--- config.mk ---
export PLATFORM = sky130hd
export DESIGN_NAME = csv_vector_emitter
export DESIGN_NICKNAME = d
export VERILOG_FILES = /design/src/rtl/csv_vector_emitter.sv
export SDC_FILE = /design/constraint.sdc
export NUM_CORES = 1
export LEC_CHECK = 0
export CAP_MARGIN = 20
export CELL_PAD_IN_SITES_DETAIL_PLACEMENT = 1
export CELL_PAD_IN_SITES_GLOBAL_PLACEMENT = 1
export CORE_MARGIN = 5
export CORE_UTILIZATION = 30
export CTS_CLUSTER_DIAMETER = 100
export CTS_CLUSTER_SIZE = 16
export DETAILED_ROUTE_END_ITERATION = 10
export PLACE_DENSITY = 0.68
export SYNTH_ARGS = -nofsm -noshare
export SYNTH_HDL_FRONTEND = slang
export SYNTH_SLANG_ARGS = --single-unit
export TNS_END_PERCENT = 1
--- constraint.sdc ---
create_clock -name clk -period 5.3 [get_ports clk]
set_clock_uncertainty 0.15 [all_clocks]
set_input_delay 0.53 -clock clk [delete_from_list [all_inputs] [get_ports clk]]
set_output_delay 0.53 -clock clk [all_outputs]
set_load 0.03 [all_outputs]
--- src/rtl/csv_vector_emitter.sv ---
// Serialises timestamped signal samples into ASCII CSV lines on a byte stream.
// Optional macro CSV_HEADER_EN emits a column header line after every reset.
module csv_vector_emitter #(
  parameter int NUM_SIGS  = 4,
  parameter int TS_WIDTH  = 32,
  parameter int TS_DIGITS = 10
) (
  input  logic                clk,
  input  logic                rst,
  input  logic                sample_valid,
  output logic                sample_ready,
  input  logic [TS_WIDTH-1:0] sample_ts,
  input  logic [NUM_SIGS-1:0] sample_bits,
  output logic                out_valid,
  input  logic                out_ready,
  output logic [7:0]          out_data,
  output logic                busy
);

  localparam int BW = 4 * TS_DIGITS;
  localparam int CW = $clog2(TS_WIDTH + 1);
  localparam int DW = $clog2(TS_DIGITS + 1);
  localparam int IW = $clog2(NUM_SIGS + 1);
  localparam logic [CW-1:0] CONV_LAST = CW'(TS_WIDTH - 1);
  localparam logic [IW-1:0] BIT_LAST = IW'(NUM_SIGS - 1);

  typedef enum logic [2:0] {
    S_IDLE   = 3'd0,
    S_CONV   = 3'd1,
    S_DIGITS = 3'd2,
    S_SEP    = 3'd3,
    S_BIT    = 3'd4,
    S_EOL    = 3'd5,
    S_HDR    = 3'd6
  } state_e;

  state_e state_q, state_d;

  logic [TS_WIDTH-1:0] ts_q, ts_d;
  logic [NUM_SIGS-1:0] bits_q, bits_d;
  logic [BW-1:0]       bcd_q, bcd_d;
  logic [CW-1:0]       cnt_q, cnt_d;
  logic [DW-1:0]       dcnt_q, dcnt_d;
  logic [IW-1:0]       bidx_q, bidx_d;

  logic                xfer;
  logic [BW-1:0]       bcd_sh;
  logic [NUM_SIGS-1:0] bits_sh;

`ifdef CSV_HEADER_EN
  localparam int HDR_LEN = 10 + 3 * NUM_SIGS;
  localparam int HW = $clog2(HDR_LEN);
  localparam logic [HW-1:0] HDR_LAST = HW'(HDR_LEN - 1);
  localparam state_e RST_STATE = S_HDR;

  logic [HW-1:0] hidx_q, hidx_d;

  // "timestamp", then ",s<i>" per signal, then LF
  function automatic logic [7:0] hdr_char(input logic [HW-1:0] idx);
    int k;
    int j;
    k = int'(idx);
    j = k - 9;
    hdr_char = 8'h0a;
    if (k < 9) begin
      case (k)
        0:       hdr_char = 8'h74;
        1:       hdr_char = 8'h69;
        2:       hdr_char = 8'h6d;
        3:       hdr_char = 8'h65;
        4:       hdr_char = 8'h73;
        5:       hdr_char = 8'h74;
        6:       hdr_char = 8'h61;
        7:       hdr_char = 8'h6d;
        default: hdr_char = 8'h70;
      endcase
    end else if (j < 3 * NUM_SIGS) begin
      case (j % 3)
        0:       hdr_char = 8'h2c;
        1:       hdr_char = 8'h73;
        default: hdr_char = 8'h30 + 8'(j / 3);
      endcase
    end
  endfunction
`else
  localparam state_e RST_STATE = S_IDLE;
`endif

  // One shift-and-add-3 step: correct digits >= 5, then shift in next bit
  function automatic logic [BW-1:0] bcd_step(
    input logic [BW-1:0] b,
    input logic          sin
  );
    logic [BW-1:0] a;
    a = b;
    for (int i = 0; i < TS_DIGITS; i++) begin
      if (a[4*i +: 4] > 4'd4) a[4*i +: 4] = a[4*i +: 4] + 4'd3;
    end
    bcd_step = {a[BW-2:0], sin};
  endfunction

  function automatic logic [DW-1:0] sig_digits(input logic [BW-1:0] b);
    sig_digits = DW'(1);
    for (int i = 1; i < TS_DIGITS; i++) begin
      if (b[4*i +: 4] != 4'd0) sig_digits = DW'(i + 1);
    end
  endfunction

  always_ff @(posedge clk) begin
    if (rst) begin
      state_q <= RST_STATE;
      ts_q    <= '0;
      bits_q  <= '0;
      bcd_q   <= '0;
      cnt_q   <= '0;
      dcnt_q  <= '0;
      bidx_q  <= '0;
`ifdef CSV_HEADER_EN
      hidx_q  <= '0;
`endif
    end else begin
      state_q <= state_d;
      ts_q    <= ts_d;
      bits_q  <= bits_d;
      bcd_q   <= bcd_d;
      cnt_q   <= cnt_d;
      dcnt_q  <= dcnt_d;
      bidx_q  <= bidx_d;
`ifdef CSV_HEADER_EN
      hidx_q  <= hidx_d;
`endif
    end
  end

  assign xfer = out_valid && out_ready;

  always_comb begin
    state_d = state_q;
    ts_d    = ts_q;
    bits_d  = bits_q;
    bcd_d   = bcd_q;
    cnt_d   = cnt_q;
    dcnt_d  = dcnt_q;
    bidx_d  = bidx_q;
`ifdef CSV_HEADER_EN
    hidx_d  = hidx_q;
`endif
    case (state_q)
      S_IDLE: begin
        if (sample_valid) begin
          ts_d    = sample_ts;
          bits_d  = sample_bits;
          bcd_d   = '0;
          cnt_d   = '0;
          state_d = S_CONV;
        end
      end
      S_CONV: begin
        bcd_d = bcd_step(bcd_q, ts_q[TS_WIDTH-1]);
        ts_d  = ts_q << 1;
        cnt_d = cnt_q + 1'b1;
        if (cnt_q == CONV_LAST) begin
          dcnt_d  = sig_digits(bcd_d);
          state_d = S_DIGITS;
        end
      end
      S_DIGITS: begin
        if (xfer) begin
          if (dcnt_q == DW'(1)) begin
            bidx_d  = '0;
            state_d = S_SEP;
          end else begin
            dcnt_d = dcnt_q - 1'b1;
          end
        end
      end
      S_SEP: begin
        if (xfer) state_d = S_BIT;
      end
      S_BIT: begin
        if (xfer) begin
          if (bidx_q == BIT_LAST) begin
            state_d = S_EOL;
          end else begin
            bidx_d  = bidx_q + 1'b1;
            state_d = S_SEP;
          end
        end
      end
      S_EOL: begin
        if (xfer) state_d = S_IDLE;
      end
`ifdef CSV_HEADER_EN
      S_HDR: begin
        if (xfer) begin
          if (hidx_q == HDR_LAST) state_d = S_IDLE;
          else hidx_d = hidx_q + 1'b1;
        end
      end
`endif
      default: state_d = S_IDLE;
    endcase
  end

  always_comb begin
    bcd_sh       = bcd_q >> (4 * (dcnt_q - 1'b1));
    bits_sh      = bits_q >> bidx_q;
    sample_ready = 1'b0;
    busy         = 1'b1;
    out_valid    = 1'b0;
    out_data     = 8'h00;
    case (state_q)
      S_IDLE: begin
        sample_ready = 1'b1;
        busy         = 1'b0;
      end
      S_DIGITS: begin
        out_valid = 1'b1;
        out_data  = {4'h3, bcd_sh[3:0]};
      end
      S_SEP: begin
        out_valid = 1'b1;
        out_data  = 8'h2c;
      end
      S_BIT: begin
        out_valid = 1'b1;
        out_data  = {7'h18, bits_sh[0]};
      end
      S_EOL: begin
        out_valid = 1'b1;
        out_data  = 8'h0a;
      end
`ifdef CSV_HEADER_EN
      S_HDR: begin
        out_valid = 1'b1;
        out_data  = hdr_char(hidx_q);
      end
`endif
      default: ;
    endcase
  end

endmodule

# [Word-level counts from Yosys, hierarchy flattened]
# Cells that the tools add are included.
[totals] out_inout_bits=11 mem_count=0 latchBits=0 mem_bits_ro=0 input_bits=40 regBits=92 word_cells=127 ram_bits=0
[classes] n_addsub=14 mux=57 n_bitwise=0 order_cmp=10 eq_ne=17 multipliers=0 shifts=2 n_reduce_logical=20 div_mod_pow=0
[ops] op="2-to-1 mux 4 bit" count=29
[ops] op="one-hot mux 40 bit (2 select lines)" count=1
[ops] op="one-hot mux 32 bit (2 select lines)" count=1
[ops] op="2-to-1 mux 3 bit" count=14
[ops] op="greater-than comparator 4 x 3 -> 1 bit, second input constant" count=10
[ops] op="2-to-1 mux 40 bit" count=1
[ops] op=">> shifter 40 x 32 -> 4 bit" count=1
[ops] op="adder 4 x 2 -> 4 bit, second input constant" count=9
[ops] op="nonzero test 4 bit" count=9
[ops] op="2-to-1 mux 32 bit" count=1
[ops] op="one-hot mux 6 bit (4 select lines)" count=1
[ops] op="!= test 2 bit, second input constant" count=9
[ops] op="one-hot mux 3 bit (6 select lines)" count=1
[ops] op="one-hot mux 6 bit (2 select lines)" count=1
[ops] op="== test 3 x 2 -> 1 bit, second input constant" count=3
[ops] op="one-hot mux 4 bit (2 select lines)" count=1
[ops] op="AND reduction 7 bit" count=1
[ops] op="adder 6 x 1 -> 6 bit, second input constant" count=1
[ops] op="== test 3 bit, second input constant" count=2
[ops] op="== test 6 x 5 -> 1 bit, second input constant" count=1
[ops] op="2-to-1 mux 6 bit" count=1
[ops] op="one-hot mux 3 bit (2 select lines)" count=1
[ops] op="nonzero test 2 bit" count=3
[ops] op="AND reduction 5 bit" count=1
[ops] op="14 further kinds" count=17

# [Logic depth before layout (Yosys ltp)]
[depth] word_depth=15 mapped_depth=8 ltp_nobuf=8

# [Worst setup path before layout]
# No wires, ideal clock.
[synth_timing] path_kind="register to output" from="register dcnt_q[0]" to="output port out_data[3]" stages_incl_launch_ff=8 arrival_time_ns=2.268 slack_ns=2.352 n_path_buf=0 path_cell_list="dfxtp_1 > inv_1 > ha_1 > xor2_1 > mux4_2 > a21oi_1 > o21ai_0 > a22o_1"
[synth_via] elab_chain_cells=3
[synth_rtl] element="start, declared" line="43" source="logic [DW-1:0] dcnt_q, dcnt_d;"
[synth_rtl] element="start signal, assigned" line="127" source="dcnt_q <= dcnt_d;"
[synth_rtl] element="subtractor 4 x 1 -> 5 bit" line="206" source="bcd_sh = bcd_q >> (4 * (dcnt_q - 1'b1));"
[synth_rtl] element=">> shifter 40 x 32 -> 4 bit" line="206"
[synth_rtl] element="one-hot mux 6 bit (4 select lines)" line="212" source="case (state_q)"
[synth_rtl] element="end, declared" line="16" source="output logic [7:0] out_data,"
# No other way between the ends.

# [Final worst setup path]
# Same ends and word-level chain as after synthesis.

==> flow_summary.ini <==
[status]
status = finished clean

[worst_setup_path]
critPathLaunchType = flip-flop
cp.required_ps = 4620
arrival_ps = 3570
path_class = reg2out
path_max_fanout = 14
end_kind = primary output

[min_path]
min_path_type = reg2reg

[pwr]
p_sw_share_pct = 33.8
power_frac_comb_pct = 24.2
p_per_area_nw_per_um2 = 310
power_leakage_nw = 2.15
p_clk_share_pct = 35.3
p_int_mw = 1.27
peakVddDrop_mv = 0.195
power_frac_seq_pct = 40.5
p_sw_mw = 0.647

[global_routing]
globalRouteMet3Util_pct = 3.66
grt_pass1_wl_um = 26100
grt_use_met2_pct = 27.1
globalRoute.busiestLayer = met2
antenna_found_initial = 0
grt_max_degree = 64
grt_pass1_vias = 5155
overflow = 0
grt_use_met1_pct = 20.0
grtUsageTotal_pct = 15.8

[route]
drt_iter0_drc = 304
vias_per_cell = 5.44
avgRoutedWirePerCell_um = 16.9
drtAntennaViolNets = 0
drc = 0
vias = 4996
wirelength_um = 15500
dr.pass1.iters = 4

[layout]
stdcell_area_um2 = 6180
area_growth_pct = 17.8
fin_nets = 744
instances_no_fill = 919
drive_gt1_share_pct = 6.20
num_antenna_cells = 0

[synth]
synth.area.mux_share_pct = 7.68
synth_area_leaders = dfxtp_1, a21oi_1, nand2_1, a22oi_1, nor2_1
yosysWarnings = 0
synth_top_family_by_area = compound AO/OA/AOI/OAI gates
ys.flop_type = dfxtp_1
netlist.area_leader.share_pct = 35.1
synthCells = 668
synth_seq_cells = 92
yosys.area.top_type = dfxtp_1
async_reset_ff_share_pct = 0
synth.distinct_cells = 58
synth_adder_area_share_pct = 3.58
yosysMostFrequentCell = dfxtp_1
netlist_area_um2 = 5250
syn-mean-instance-area_um2 = 7.86
synth-edff-count = 0
synth_compound_area_share_pct = 23.1
synth-xor-area-share_pct = 2.00
seq_area_frac_synth_pct = 35.1
synth-simple-area-share_pct = 22.7
yosys-top-cells-count = dfxtp_1, a21oi_1, nand2_1

[timing]
setup_ws_ps = 1050
fin_worst_hold_slack_ps = 299
finalHoldViolations = 0
setup_viol = 0
finalMaxSlewViolations = 0
rsz0062_at_grt = no
period_share_pct = 80.1
max_freq_mhz = 236
post-route-min-period_ps = 4250
timing.slew.headroom_pct = 50.8
tightestPinTransition_ps = 735
setup_tns_ps = 0

[floorplanning]
start_util_pct = 30.4
die-area_um2 = 20200
rows = 48
die_h_um = 142
core_um2 = 17200
io_pins = 51
fp.dieW_um = 142

[placed_design]
place_hpwl_um = 10600
place_congestion = 0.857
io_buffer_count = 48
dp_worst_setup_slack_ps = 1440
place_inst = 903
dpl-instance-area_um2 = 5870

[clock_tree]
hold_buffers = 0
clock_sinks = 92
cts_tree = yes
clockBufferDepth = 2
numCtsBuffers = 9
clk_pin_slew_ps = 70
cts_setup_buffers = 0
htree_levels = 3
clk_latency_ps = 350
cts_resized = 0
ctsRootBufferMaster = clkbuf_16

[flow_run]
cap_violations = 0
[final timing paths]
check        slack, ps           to  startpoint  cells past startpoint
max               1050  out_data[3]   dcnt_q[0]                      9
min                300     bcd_q[0]    ts_q[31]                      2
max reg2reg       2270    dcnt_q[2]  state_q[0]                      6
min reg2reg        300     bcd_q[0]    ts_q[31]                      2
[cell families (layout without fill, tap and decap cells)]
group                    after synthesis  after routing
AO/OA/AOI/OAI                        198            198
multiplexers                          29             29
XOR/XNOR                              12             12
flip-flops                            92             92
AND/OR/NAND/NOR                      247            247
other                                  1              2
adder cells (fa/ha/maj)               15             15
buffers and inverters                 74             99
[layout make-up]
cell class	count	area, um^2
fill	2056	11100
tap	225	282
clock inverter	6	68.8
inverter	28	105
sequential	92	1840
clock buffer	10	239
timing repair buffer	55	528
multi-input combinational	503	3120
[power groups by stage]
stage | Combinational, mW | Sequential, mW | Clock (mW)
after floorplan | 0.323 | 0.775 | 0
after global placement | 0.455 | 0.789 | 0
after detailed placement | 0.466 | 0.791 | 0
after CTS | 0.468 | 0.775 | 0.704
after global routing | 0.512 | 0.782 | 0.727
final | 0.463 | 0.776 | 0.676
[registers in the layout, summed over array words and instances, names as in the netlist]
register	cells
bidx_q	3
bits_q	4
bcd_q	40
ts_q	32
state_q	3
cnt_q	6
dcnt_q	4
[placed cells by master, fill, tap and decap left out, drive strengths merged, types with 3 or more instances in the layout]
| cell | count |
|---|---|
| o22ai | 3 |
| nand2 | 74 |
| nor3 | 18 |
| nand3 | 38 |
| nand2b | 13 |
| a21oi | 83 |
| nor4 | 10 |
| mux4 | 9 |
| a22oi | 35 |
| xnor2 | 9 |
| inv | 30 |
| nand3b | 6 |
| mux2i | 20 |
| nor2 | 62 |
| o21a | 5 |
| clkbuf | 10 |
| ha | 15 |
| buf | 8 |
| dfxtp | 92 |
| o211ai | 7 |
| a31oi | 11 |
| a211oi | 3 |
| or3 | 3 |
| and2b | 3 |
| xor2 | 3 |
| nor3b | 3 |
| o21ai | 35 |
| nor2b | 5 |
| clkdlybuf4s50 | 47 |
[worst max-delay path: stages, from the launching register on]
cell             delay, ps
dfxtp_1                310
buf_4                  230
inv_1                  140
ha_1                   280
xor2_1                 600
mux4_2                 600
a21oi_1                150
o21ai_0                 80
a22o_1                 220
clkdlybuf4s50_1        600
[through the flow]
| step | total power, mW | util, % |
|---|---|---|
| finish | 1.91 | 35.9 |
| global route | 2.02 | 35.9 |
| CTS | 1.95 | 35.9 |
| detailed placement | 1.26 | 34.1 |
| global placement | 1.24 | 34.1 |
| floorplan | 1.10 | - |
[layer usage]
layer	up-vias	part of all wire [%]	wire length, um
met4	0	0.85	132
met3	11	3.3	514
li1	2437	-	-
met2	70	50	7720
met1	2478	46	7150
met5	-	0	0
(Power assumes the default switching activity.)
